--- config.mk ---
export PLATFORM = sky130hd
export DESIGN_NAME = command_word_sequencer
export DESIGN_NICKNAME = d
export VERILOG_FILES = /design/src/rtl/command_word_sequencer.sv
export SDC_FILE = /design/constraint.sdc
export NUM_CORES = 1
export LEC_CHECK = 0
export BUFFER_PORTS_ARGS = -buffer_cell sky130_fd_sc_hd__buf_2
export CAP_MARGIN = 10
export CORE_MARGIN = 4
export CORE_UTILIZATION = 44
export DETAILED_ROUTE_END_ITERATION = 7
export PLACE_DENSITY_LB_ADDON = 0.25
export SYNTH_ARGS = -nofsm -noshare
export SYNTH_HDL_FRONTEND = slang
export SYNTH_SLANG_ARGS = --single-unit
--- constraint.sdc ---
create_clock -name clk -period 1.2 [get_ports clk]
set_input_delay 0.24 -clock clk [delete_from_list [all_inputs] [get_ports clk]]
set_output_delay 0.24 -clock clk [all_outputs]
set_load 0.05 [all_outputs]
--- src/rtl/command_word_sequencer.sv ---
// 8259 command word decoder: ICW1-ICW4 init sequencing, OCW1-OCW3 decode, config/IMR state.
// Optional macro CASCADE_EN enables the ICW3 step, honours sngl and provides cascade_cfg.
module command_word_sequencer #(
   parameter logic [7:0] IMR_INIT = 8'h00
) (
   input  logic       clk,
   input  logic       reset,
   input  logic       write_flag,
   input  logic       read_flag,
   input  logic       A0,
   input  logic [7:0] data_in,
   output logic       init_done,
   output logic       ltim,
   output logic       sngl,
   output logic       ic4,
   output logic [4:0] vector_base,
   output logic [7:0] cascade_cfg,
   output logic       aeoi,
   output logic       upm,
   output logic [7:0] imr,
   output logic       eoi_strobe,
   output logic [2:0] ocw2_cmd,
   output logic [2:0] ocw2_level,
   output logic       read_isr_sel,
   output logic       smm,
   output logic       poll_pending
);

   typedef enum logic [2:0] {
      UNINIT    = 3'd0,
      WAIT_ICW2 = 3'd1,
      WAIT_ICW3 = 3'd2,
      WAIT_ICW4 = 3'd3,
      READY     = 3'd4
   } state_t;

   state_t     state_q, state_d;
   logic       ltim_q, ltim_d;
   logic       sngl_q, sngl_d;
   logic       ic4_q, ic4_d;
   logic [4:0] vector_base_q, vector_base_d;
   logic       aeoi_q, aeoi_d;
   logic       upm_q, upm_d;
   logic [7:0] imr_q, imr_d;
   logic       eoi_strobe_q, eoi_strobe_d;
   logic [2:0] ocw2_cmd_q, ocw2_cmd_d;
   logic [2:0] ocw2_level_q, ocw2_level_d;
   logic       read_isr_sel_q, read_isr_sel_d;
   logic       smm_q, smm_d;
   logic       poll_pending_q, poll_pending_d;
`ifdef CASCADE_EN
   logic [7:0] cascade_cfg_q, cascade_cfg_d;
`endif

   logic   is_icw1;
   logic   poll_set;
   state_t after_icw2;

   assign is_icw1 = write_flag && !A0 && data_in[4];

   // Where the sequence goes once ICW2 is taken, from the ICW1 bits latched earlier
   always_comb begin
      after_icw2 = ic4_q ? WAIT_ICW4 : READY;
`ifdef CASCADE_EN
      if (!sngl_q) after_icw2 = WAIT_ICW3;
`endif
   end

   always_comb begin
      state_d        = state_q;
      ltim_d         = ltim_q;
      sngl_d         = sngl_q;
      ic4_d          = ic4_q;
      vector_base_d  = vector_base_q;
      aeoi_d         = aeoi_q;
      upm_d          = upm_q;
      imr_d          = imr_q;
      eoi_strobe_d   = 1'b0;
      ocw2_cmd_d     = ocw2_cmd_q;
      ocw2_level_d   = ocw2_level_q;
      read_isr_sel_d = read_isr_sel_q;
      smm_d          = smm_q;
      poll_pending_d = poll_pending_q;
      poll_set       = 1'b0;
`ifdef CASCADE_EN
      cascade_cfg_d  = cascade_cfg_q;
`endif

      if (is_icw1) begin
         state_d        = WAIT_ICW2;
         ltim_d         = data_in[3];
`ifdef CASCADE_EN
         sngl_d         = data_in[1];
         cascade_cfg_d  = 8'h00;
`else
         sngl_d         = 1'b1;
`endif
         ic4_d          = data_in[0];
         imr_d          = IMR_INIT;
         read_isr_sel_d = 1'b0;
         smm_d          = 1'b0;
         poll_pending_d = 1'b0;
         if (!data_in[0]) begin
            aeoi_d = 1'b0;
            upm_d  = 1'b0;
         end
      end else if (write_flag) begin
         case (state_q)
            WAIT_ICW2: begin
               if (A0) begin
                  vector_base_d = data_in[7:3];
                  state_d       = after_icw2;
               end
            end
`ifdef CASCADE_EN
            WAIT_ICW3: begin
               if (A0) begin
                  cascade_cfg_d = data_in;
                  state_d       = ic4_q ? WAIT_ICW4 : READY;
               end
            end
`endif
            WAIT_ICW4: begin
               if (A0) begin
                  aeoi_d  = data_in[1];
                  upm_d   = data_in[0];
                  state_d = READY;
               end
            end
            READY: begin
               if (A0) begin
                  imr_d = data_in;
               end else if (!data_in[3]) begin
                  eoi_strobe_d = 1'b1;
                  ocw2_cmd_d   = data_in[7:5];
                  ocw2_level_d = data_in[2:0];
               end else begin
                  if (data_in[1]) read_isr_sel_d = data_in[0];
                  if (data_in[6]) smm_d = data_in[5];
                  if (data_in[2]) begin
                     poll_pending_d = 1'b1;
                     poll_set       = 1'b1;
                  end
               end
            end
            default: ;
         endcase
      end

      // A poll command in the same cycle as a read keeps the poll pending
      if (read_flag && !poll_set) poll_pending_d = 1'b0;
   end

   always_ff @(posedge clk) begin
      if (reset) begin
         state_q        <= UNINIT;
         ltim_q         <= 1'b0;
         sngl_q         <= 1'b0;
         ic4_q          <= 1'b0;
         vector_base_q  <= 5'h00;
         aeoi_q         <= 1'b0;
         upm_q          <= 1'b0;
         imr_q          <= IMR_INIT;
         eoi_strobe_q   <= 1'b0;
         ocw2_cmd_q     <= 3'b000;
         ocw2_level_q   <= 3'b000;
         read_isr_sel_q <= 1'b0;
         smm_q          <= 1'b0;
         poll_pending_q <= 1'b0;
`ifdef CASCADE_EN
         cascade_cfg_q  <= 8'h00;
`endif
      end else begin
         state_q        <= state_d;
         ltim_q         <= ltim_d;
         sngl_q         <= sngl_d;
         ic4_q          <= ic4_d;
         vector_base_q  <= vector_base_d;
         aeoi_q         <= aeoi_d;
         upm_q          <= upm_d;
         imr_q          <= imr_d;
         eoi_strobe_q   <= eoi_strobe_d;
         ocw2_cmd_q     <= ocw2_cmd_d;
         ocw2_level_q   <= ocw2_level_d;
         read_isr_sel_q <= read_isr_sel_d;
         smm_q          <= smm_d;
         poll_pending_q <= poll_pending_d;
`ifdef CASCADE_EN
         cascade_cfg_q  <= cascade_cfg_d;
`endif
      end
   end

   assign init_done    = (state_q == READY);
   assign ltim         = ltim_q;
   assign sngl         = sngl_q;
   assign ic4          = ic4_q;
   assign vector_base  = vector_base_q;
   assign aeoi         = aeoi_q;
   assign upm          = upm_q;
   assign imr          = imr_q;
   assign eoi_strobe   = eoi_strobe_q;
   assign ocw2_cmd     = ocw2_cmd_q;
   assign ocw2_level   = ocw2_level_q;
   assign read_isr_sel = read_isr_sel_q;
   assign smm          = smm_q;
   assign poll_pending = poll_pending_q;
`ifdef CASCADE_EN
   assign cascade_cfg  = cascade_cfg_q;
`else
   assign cascade_cfg  = 8'h00;
`endif

endmodule

# [Yosys cells after proc, flatten, opt, wreduce, memory -nomap -nowiden]
# Index checks and enable logic that the tools add are counted.
# Widths: inputs -> output; s select.
[word_totals] reg_bits=31 latchBits=0 mem_bits_rw=0 mem_bits_ro=0 input_bits=13 output_inout_bits=37 word_cells=72 memories=0
[op_classes] n_addsub=0 n_mul=0 n_div=0 order_cmp=0 n_eq_ne=8 shifts=0 mux=22 bitwise_logic=5 reduce_logical=22
[op_table] cell="$reduce_and 5->1" n=4
[op_table] cell="$mux 1" n=18
[op_table] cell="$reduce_and 4->1" n=4
[op_table] cell="$mux 3" n=3
[op_table] cell="$reduce_bool 2->1" n=4
[op_table] cell="$ne 2x2->1 const B" n=3
[op_table] cell="$ne 3x3->1 const B" n=2
[op_table] cell="$pmux 3 s2" n=1
[op_table] cell="$not 1->1" n=5
[op_table] cell="$reduce_or 5->1" n=1
[op_table] cell="$eq 3x1->1 const B" n=1
[op_table] cell="$eq 3x2->1 const B" n=1
[op_table] cell="$eq 3x3->1 const B" n=1
[op_table] cell="$logic_and 1x1->1" n=3
[op_table] cell="$reduce_and 3->1" n=1
[op_table] cell="$reduce_bool 3->1" n=1
[op_table] cell="$reduce_or 3->1" n=1
[op_table] cell="$logic_not 1->1" n=2
[op_table] cell="$reduce_or 2->1" n=1

# [Logic depth before layout (Yosys ltp)]
# Gate-level depths: netlist (run 1).
[logic_depth] depth_word=9 ltp_mapped=5 mapped_depth_nobuf=3

# [Worst setup path before layout (run 1)]
# OpenSTA, ideal clock, no wires.
[synth_timing] kind="register to output" start="register state_q[0]" end="output port init_done" t_arrival_ns=1.343 required_ns=0.960 slack_ns=-0.383 path_stages_with_launch=5 path_buffers=2 path_cell_list="dfxtp_1 -> buf_6 -> nand2b_1 -> buf_4 -> nor2_1"
[synth_via] elab_chain_len=1
[synth_rtl] element="start: declaration" line="37" text="state_t state_q, state_d;"
[synth_rtl] element="start signal: assignment" line="174" text="state_q <= state_d;"
[synth_rtl] element="$eq 3x3->1" line="194" text="assign init_done = (state_q == READY);"
[synth_rtl] element="end: declaration" line="12" text="output logic init_done,"
# Every way passes these cells.

# [Worst setup path after layout (run 1)]
# Same ends and word-level chain as after synthesis.

==> flow_metrics.tcl, run 1 <==
set metrics [dict create \
    fmax_mhz 766 \
    crit_path_end "init_done" \
    drt-total-wl_mm 3.87 \
    critPathCaptureType "output port" \
    ir_drop_mv 0.952 \
    synth.avg_cell_area_um2 8.95 \
    period_needed_ns 1.31 \
    crit_slowest_cell "dfxtp_2" \
    io_buffers 41 \
    crit_fanout 3 \
    overflow 0 \
    cp.required_ns 0.96 \
    r2r_end "ocw2_level[1]" \
    clkTransAtPathRegs_ns 0.09 \
    io_pins 50 \
    fin_util 0.650 \
    clockBufferDepth 2 \
    leakage_uw 0.000877 \
    reg2reg_from "state_q[2]" \
    syn_inst 156 \
    synth-seq-area-share 0.444 \
    fillCellCount 274 \
    fin_nets 229 \
    setup_viol 16 \
    critPathArrivalTime_ns 1.07 \
    dp.cells 250 \
    worstHoldPathType "in -> reg" \
    die_y_um 64.3 \
    cts_max_level 2 \
    firstDrtPassIters 4 \
    gp_congestion 0.836 \
    grt_pass1_wl_mm 5.87 \
    cts_sinks 31 \
    rsz0062_at_grt "true" \
    crit_type "reg -> out" \
    skew_ns 0.00607 \
    power_per_cell_area_nw_per_um2 976 \
    worst_skew_pair.late_latency_ns 0.33 \
    placementRows 20 \
    critPathLaunch "state_q[0]" \
    antenna_cells 0 \
    dp_hpwl_mm 2.74 \
    start_util 0.457 \
    root_buffer "clkbuf_4" \
    syn_to_final_growth_pct 42.0 \
    cts_made_buffers 5 \
    ys_types 33 \
    reg2regPathDepth 3 \
    multi_input_area_um2 747 \
    vias 1383 \
    finalNonFillerCells 260 \
    setup_slack_ns -0.105 \
    grt_max_degree 14 \
    final_layout_size_suffix_gt1_frac 0.454 \
    period_share 1.09 \
    viasPerCell 5.32 \
    slew_viol_final 0 \
    grt_usage 0.187 \
    worstPathCellList "nand2b_4 > nor2_4 > buf_8" \
    die_area_um2 4140 \
    violations "negative setup slack" \
    cp_slowest_stage_delay_ns 0.34 \
    maxCapViolCount 0 \
    regArea_um2 628 \
    yosys_warnings 0 \
    grt_pass1_vias 1304 \
    crit_path_start_kind "register" \
    core-area_um2 3050 \
    hold_slack_ns 0.189 \
    synth-seq-cells 31 \
    status "finished, violations left" \
    antenna_found_initial 0 \
    r2r_slack_ns -0.06 \
    hold_viol 0 \
    drc 0 \
    cts_tree "done" \
    setup_tns_ns -0.594 \
    die_w_um 64.3 \
    synth_area_um2 1400 \
    drt_iter0_drc 61 \
    antenna_left 0 \
    wire_per_inst_um 14.9 \
]
## worst max-delay path: cells and delay by family, from the launching register on
family | cells | cell delay [ns]
DFF | 1 | 0.34
and+or+nand+nor | 2 | 0.25
buffers and inverters | 1 | 0.15
## worst min-delay path by stage
stage          startpoint      endpoint  cells past startpoint
4_1_cts         read_flag  poll_pending                      3
2_1_floorplan       reset   ocw2_cmd[2]                      1
3_5_place_dp         sngl          sngl                      2
6_report        read_flag  poll_pending                      3
5_1_grt         read_flag  poll_pending                      3
3_3_place_gp         sngl          sngl                      2
## flip-flops by register name (all words and copies together), names as in the netlist
register and count:
upm 1, sngl 1, poll_pending 1, state_q 3, ocw2_cmd 3, ocw2_level 3
ltim 1, eoi_strobe 1, smm 1, imr 8, aeoi 1, ic4 1
read_isr_sel 1, vector_base 5
## layout make-up
class                           count  area share
Inverter                            4     0.00757
Multi-Input combinational cell    111       0.377
Clock inverter                      1     0.00252
Clock buffer                        6      0.0259
Timing Repair Buffer               63       0.243
Sequential cell                    31       0.317
Tap cell                           44      0.0278
## cell families (layout without fill, tap and decap cells)
group | after synthesis | after routing | synth area share
flops | 31 | 31 | 0.444
other cells | 1 | 8 | 0.00269
buf+inv | 21 | 74 | 0.101
compound gates | 43 | 43 | 0.177
mux | 7 | 7 | 0.0502
simple gates | 53 | 53 | 0.224
## routing by layer
metal  global-route usage  share of wire  vias to the layer above
met5                    0              0                        -
met4               0.0950          0.012                        0
met3               0.0598          0.064                        5
met2                0.322           0.52                       56
met1                0.204           0.40                      661
li1                     -              -                      661
## timing repair
action                     in CTS  in global routing
pin swaps                       0                 15
hold buffers                    0                  0
buffers inserted                1                  2
gates resized for setup        14                 64
setup endpoints to repair      17                 46
## metrics by stage
stage | total power, µW | setup slack [ns] | area (µm²)
2_1_floorplan | 1250 | -0.0588 | 1430
4_1_cts | 1940 | -0.125 | 1820
6_report | 1940 | -0.105 | 1980
5_1_grt | 2030 | -0.155 | 1980
3_3_place_gp | 1320 | -0.0879 | 1710
3_5_place_dp | 1320 | -0.142 | 1710
## layout by cell type, fill, tap and decap left out, types with 2 or more instances in the layout
master,instances
a21oi_1,20
a21oi_2,2
and4b_1,2
buf_2,13
buf_4,26
buf_6,9
clkbuf_4,19
conb_1,8
dfxtp_1,27
dfxtp_2,3
inv_1,4
mux2i_1,7
nand2_1,14
nand3_1,10
nand3b_1,2
nand4_1,7
nor2_1,4
o21ai_1,8
o21ai_2,8
## report_power, final
| part | total [µW] | internal [µW] | switching (µW) |
|---|---|---|---|
| registers | 1040 | 1040 | 6.76 |
| logic | 287 | 89.0 | 198 |
| clock network | 605 | 271 | 334 |
| total | 1940 | 1400 | 539 |
## synth_stat cells (all sizes together)
master,n,area (µm²)
a211oi,1,7.51
a21bo,1,10.0
a21oi,22,110
and2b,2,16.3
and3b,2,18.8
and4b,2,20.0
buf,15,119
clkbuf,2,7.51
conb,1,3.75
dfxtp,31,621
inv,4,15.0
mux2i,7,70.1
nand2,14,52.6
nand2b,2,12.5
nand3,11,55.1
nand3b,3,26.3
nand4,7,43.8
nand4b,1,8.76
nor2,5,18.8
nor3,1,5.00
nor3b,1,12.5
o21ai,16,80.1
o21ba,1,10.0
o221ai,1,8.76
o31ai,1,21.3
or3b,1,8.76
or4b,1,13.8
No activity file was read; power rests on OpenSTA's default activity.
==> run 2: changes to the inputs <==
==> constraint.sdc (replaced) <==
create_clock -name clk -period 1.2 [get_ports clk]
set_input_delay 0.24 -clock clk [delete_from_list [all_inputs] [get_ports clk]]
set_output_delay 0.24 -clock clk [all_outputs]
set_load 0.005 [all_outputs]
==> flow_metrics.tcl, run 2 (synthesis results as in run 1) <==
set metrics [dict create \
    cts_max_level 2 \
    skew_ns 0.0132 \
    cp_slowest_stage_delay_ns 0.37 \
    largest_register_ffs 8 \
    io_buffers 41 \
    viasPerCell 5.30 \
    antenna_found_initial 0 \
    dp_hpwl_mm 2.59 \
    wire_per_inst_um 15.3 \
    layout_common_cells "buf_2 (41), dfxtp_1 (28), buf_4 (22), a21oi_1 (13), nand2_1 (13)" \
    drt-total-wl_mm 4.06 \
    period_needed_ns 1.28 \
    worst_skew_pair.late_latency_ns 0.34 \
    maxCapViolCount 0 \
    worstPathCellList "nand2b_4 > nor2_2 > buf_2" \
    grt_max_degree 14 \
    setup_slack_ns -0.0824 \
    holdBufCountCts 0 \
    status "finished, violations left" \
    power_per_cell_area_nw_per_um2 933 \
    violations "negative setup slack" \
    gp_congestion 0.822 \
    hold_viol 0 \
    vias 1411 \
    grt_pass1_vias 1365 \
    die_w_um 64.3 \
    fin_nets 234 \
    worstHoldPathType "in -> reg" \
    cts_tree "done" \
    die_area_um2 4140 \
    drt_iter0_drc 37 \
    critPathCaptureType "output port" \
    cp_num_buf_inv 1 \
    grt_usage 0.186 \
    setup_viol 16 \
    root_buffer "clkbuf_4" \
    crit_fanout 4 \
    crit_type "reg -> out" \
    antenna_cells 0 \
    clkTransAtPathRegs_ns 0.10 \
    hold_slack_ns 0.173 \
    overflow 0 \
    rsz0062_at_grt "true" \
    power.internal_uw 1350 \
    critPathArrivalTime_ns 1.04 \
    p_sw_uw 514 \
    crit_slowest_cell "dfxtp_4" \
    syn_to_final_growth_pct 43.4 \
    slew_viol_final 0 \
    cts_sinks 31 \
    start_util 0.457 \
    crit_family "flip-flops" \
    final_layout_size_suffix_gt1_frac 0.527 \
    cp.required_ns 0.96 \
    die_y_um 64.3 \
    clock_power_share 0.318 \
    ir_drop_mv 0.797 \
    io_pins 50 \
    leakage_uw 0.000905 \
    post-place-ws_ns -0.0986 \
    drc 0 \
    power.share.sequential 0.557 \
    core-area_um2 3050 \
    cts_made_buffers 5 \
    p_comb_frac 0.125 \
    placementRows 20 \
    grt_pass1_wl_mm 6.03 \
    switching_share 0.275 \
    period_share 1.07 \
    fmax_mhz 780 \
    firstDrtPassIters 4 \
    antenna_left 0 \
    clockBufferDepth 2 \
    crit_path_start_kind "register" \
    final_common_cell "buf_2" \
]
[run 2: cell types whose count changed in the layout (fill, tap and decap cells not counted), moves of 2 or more]
cell      change
buf_6         -4
dfxtp_2       -3
nand3_2       +4
a21oi_1       -7
buf_4         -4
nand3_4       +2
a21oi_2       +7
buf_2        +28
nand3_1       -6
dfxtp_4       +2
clkbuf_4     -14
[run 2: worst register-to-register path, cell delays in order, from the launching register on]
cell,delay [ns]
dfxtp_4,0.38
buf_6,0.13
nand4b_1,0.32
buf_4,0.24
nand2_2,0.05
a21oi_2,0.04
[run 2: power groups by stage]
stage	Combinational, µW	Clock, µW	Sequential, µW
after floorplan	107	0	1070
after global placement	176	0	1070
after detailed placement	179	0	1070
after CTS	187	602	1040
after global routing	252	666	1040
final	233	594	1040
[run 2: layout make-up]
type	count	area, µm²
Multi-Input combinational cell	111	820
Timing Repair Buffer	68	427
Tap cell	44	55.1
Fill cell	255	1050
Clock inverter	2	12.5
Clock buffer	6	41.3
Inverter	4	15.0
Sequential cell	31	632
[run 2: final timing paths]
kind / start / to / slack, ns / cells past startpoint
worst max-delay path: state_q[0] / init_done / -0.08 / 3
worst min-delay path: read_flag / poll_pending / 0.17 / 3
worst max register to register: state_q[2] / state_q[1] / -0.07 / 5
worst min register to register: sngl / sngl / 0.46 / 2
[run 2: per-layer routing]
| metal | vias up | part of all wire | GRT usage |
|---|---|---|---|
| li1 | 673 | - | - |
| met1 | 675 | 0.40 | 0.212 |
| met2 | 51 | 0.51 | 0.320 |
| met3 | 12 | 0.070 | 0.0545 |
| met4 | 0 | 0.019 | 0.0818 |
| met5 | - | 0 | 0 |
[run 2: repair_timing]
item | 4_1_cts | 5_1_grt
pin swaps | 1 | 19
cloned | 0 | 1
buffers inserted | 3 | 4
gates resized for setup | 9 | 50
endpoints found under the setup margin | 9 | 23
[run 2: through the flow]
step           total power [µW]  std cells  utilization  cell area [µm²]  setup TNS (ns)
2_1_floorplan              1170        163            -             1420          -0.276
5_1_grt                    1960        266        0.656             2000           -1.94
4_1_cts                    1830        261        0.589             1800          -0.171
3_5_place_dp               1250        250        0.557             1700          -0.556
6_report                   1870        266        0.656             2000          -0.689
3_3_place_gp               1240        250        0.557             1700          -0.349
==> run 3: changes to the inputs <==
CORE_UTILIZATION = 52   (was 44)
TNS_END_PERCENT = 10   (was default)
clock period = 1.6 ns   (was 1.2 ns; I/O delays follow)
==> flow_metrics.tcl, run 3 (synthesis results as in run 1) <==
set metrics [dict create \
    root_buffer "clkbuf_4" \
    power_per_cell_area_nw_per_um2 806 \
    maxCapViolCount 0 \
    antenna_found_initial 0 \
    status "finished, final reports clean" \
    period_needed_ns 1.49 \
    syn_to_final_growth_pct 17.2 \
    io_buffers 41 \
    drt_iter0_drc 38 \
    critPathArrivalTime_ns 1.17 \
    setup_viol 0 \
    firstDrtPassIters 4 \
    antenna_cells 0 \
    grt_usage 0.189 \
    core-area_um2 2520 \
    die_y_um 59.8 \
    drt-total-wl_mm 3.16 \
    skew_ns 0.0102 \
    ir_drop_mv 0.696 \
    antenna_left 0 \
    period_share 0.931 \
    crit_fanout 9 \
    grt_max_degree 15 \
    gp_congestion 0.809 \
    fin_nets 213 \
    placementRows 18 \
    worstHoldPathType "in -> reg" \
    cts_tree "done" \
    cts_sinks 31 \
    clkTransAtPathRegs_ns 0.09 \
    worstPathCellList "nand2b_1 > nor2_1 > buf_2" \
    fmax_mhz 671 \
    hold_viol 0 \
    holdBufCountCts 0 \
    crit_slowest_cell "dfxtp_2" \
    cp_slowest_stage_delay_ns 0.38 \
    start_util 0.554 \
    wire_per_inst_um 13.7 \
    largest_register_ffs 8 \
    crit_path_start_kind "register" \
    grt_pass1_vias 1177 \
    viasPerCell 5.53 \
    io_pins 50 \
    overflow 0 \
    slew_viol_final 0 \
    final_layout_size_suffix_gt1_frac 0.313 \
    cts_made_buffers 5 \
    fillCellCount 242 \
    clockBufferDepth 2 \
    grt_pass1_wl_mm 5.10 \
    final_common_cell "buf_2" \
    drc 0 \
    finalPower_uw 1320 \
    leakage_uw 0.000758 \
    cp.required_ns 1.28 \
    critPathCaptureType "output port" \
    setup_tns_ns 0 \
    cts_max_level 2 \
    worst_skew_pair.late_latency_ns 0.32 \
    crit_type "reg -> out" \
    die_w_um 59.8 \
    vias 1277 \
    placed_cell_area_um2 1580 \
    die_area_um2 3580 \
    layout_common_cells "buf_2 (41), dfxtp_1 (29), a21oi_1 (22), nand2_1 (14), o21ai_0 (13)" \
    stdcell_area_um2 1640 \
    dp_hpwl_mm 2.47 \
    rsz0062_at_grt "false" \
]
run 3: cell types whose count changed in the layout (fill, tap and decap cells not counted), moves of 3 or more:
cell,change
nand3_1,+7
a21oi_1,+9
o21ai_0,+13
o21ai_2,-9
buf_6,-5
dfxtp_4,-3
a21oi_2,-9
buf_4,-16
nand3_2,-5
o21ai_1,-4
run 3: through the flow:
stage	setup slack, ns	instances	utilization	hold WS (ns)
final	0.111	231	0.649	0.259
after global routing	0.0302	231	0.649	0.271
after CTS	0.0207	231	0.648	0.249
after detailed placement	0.164	223	0.628	0.444
after global placement	0.191	223	0.628	0.432
after floorplan	0.288	163	-	0.389
run 3: per-layer routing:
| metal | GRT usage | vias up | part of all wire |
|---|---|---|---|
| met5 | 0 | - | 0 |
| met4 | 0.0475 | 0 | 0.0082 |
| met3 | 0.0583 | 4 | 0.081 |
| met2 | 0.336 | 48 | 0.49 |
| met1 | 0.218 | 597 | 0.42 |
| li1 | - | 628 | - |
run 3: what timing repair did:
| item | CTS | global route |
|---|---|---|
| buffers inserted | 0 | 0 |
| resized for setup | 0 | 2 |
| setup endpoints to repair | 0 | 1 |
run 3: final cells by class:
type / count / area (µm²) / area share
Inverter: 4 / 15.0 / 0.00917
Tap cell: 30 / 37.5 / 0.0229
Clock inverter: 1 / 5.00 / 0.00306
Timing Repair Buffer: 47 / 250 / 0.153
Sequential cell: 31 / 623 / 0.381
Multi-Input combinational cell: 111 / 661 / 0.404
Clock buffer: 7 / 45.0 / 0.0275
run 3: worst paths after layout:
kind	from	end	slack, ns	cells past startpoint
setup / recovery	state_q[0]	init_done	0.11	3
hold / removal	read_flag	poll_pending	0.26	3
setup reg to reg	state_q[0]	ocw2_cmd[1]	0.30	3
hold reg to reg	sngl	sngl	0.46	2
run 3: power by group:
group | total, µW | switching (µW) | internal [µW] | leakage, µW
Clock | 421 | 250 | 171 | 0.0000293
Sequential | 785 | 6.59 | 779 | 0.000251
Combinational | 113 | 73.3 | 39.7 | 0.000477
Total | 1320 | 330 | 989 | 0.000758
run 3: worst max-delay path, delay by kind of cell, from the launching register on:
family,cells,cell delay [ns]
buffers and inverters,1,0.12
flip-flops,1,0.38
AND/OR/NAND/NOR,2,0.34
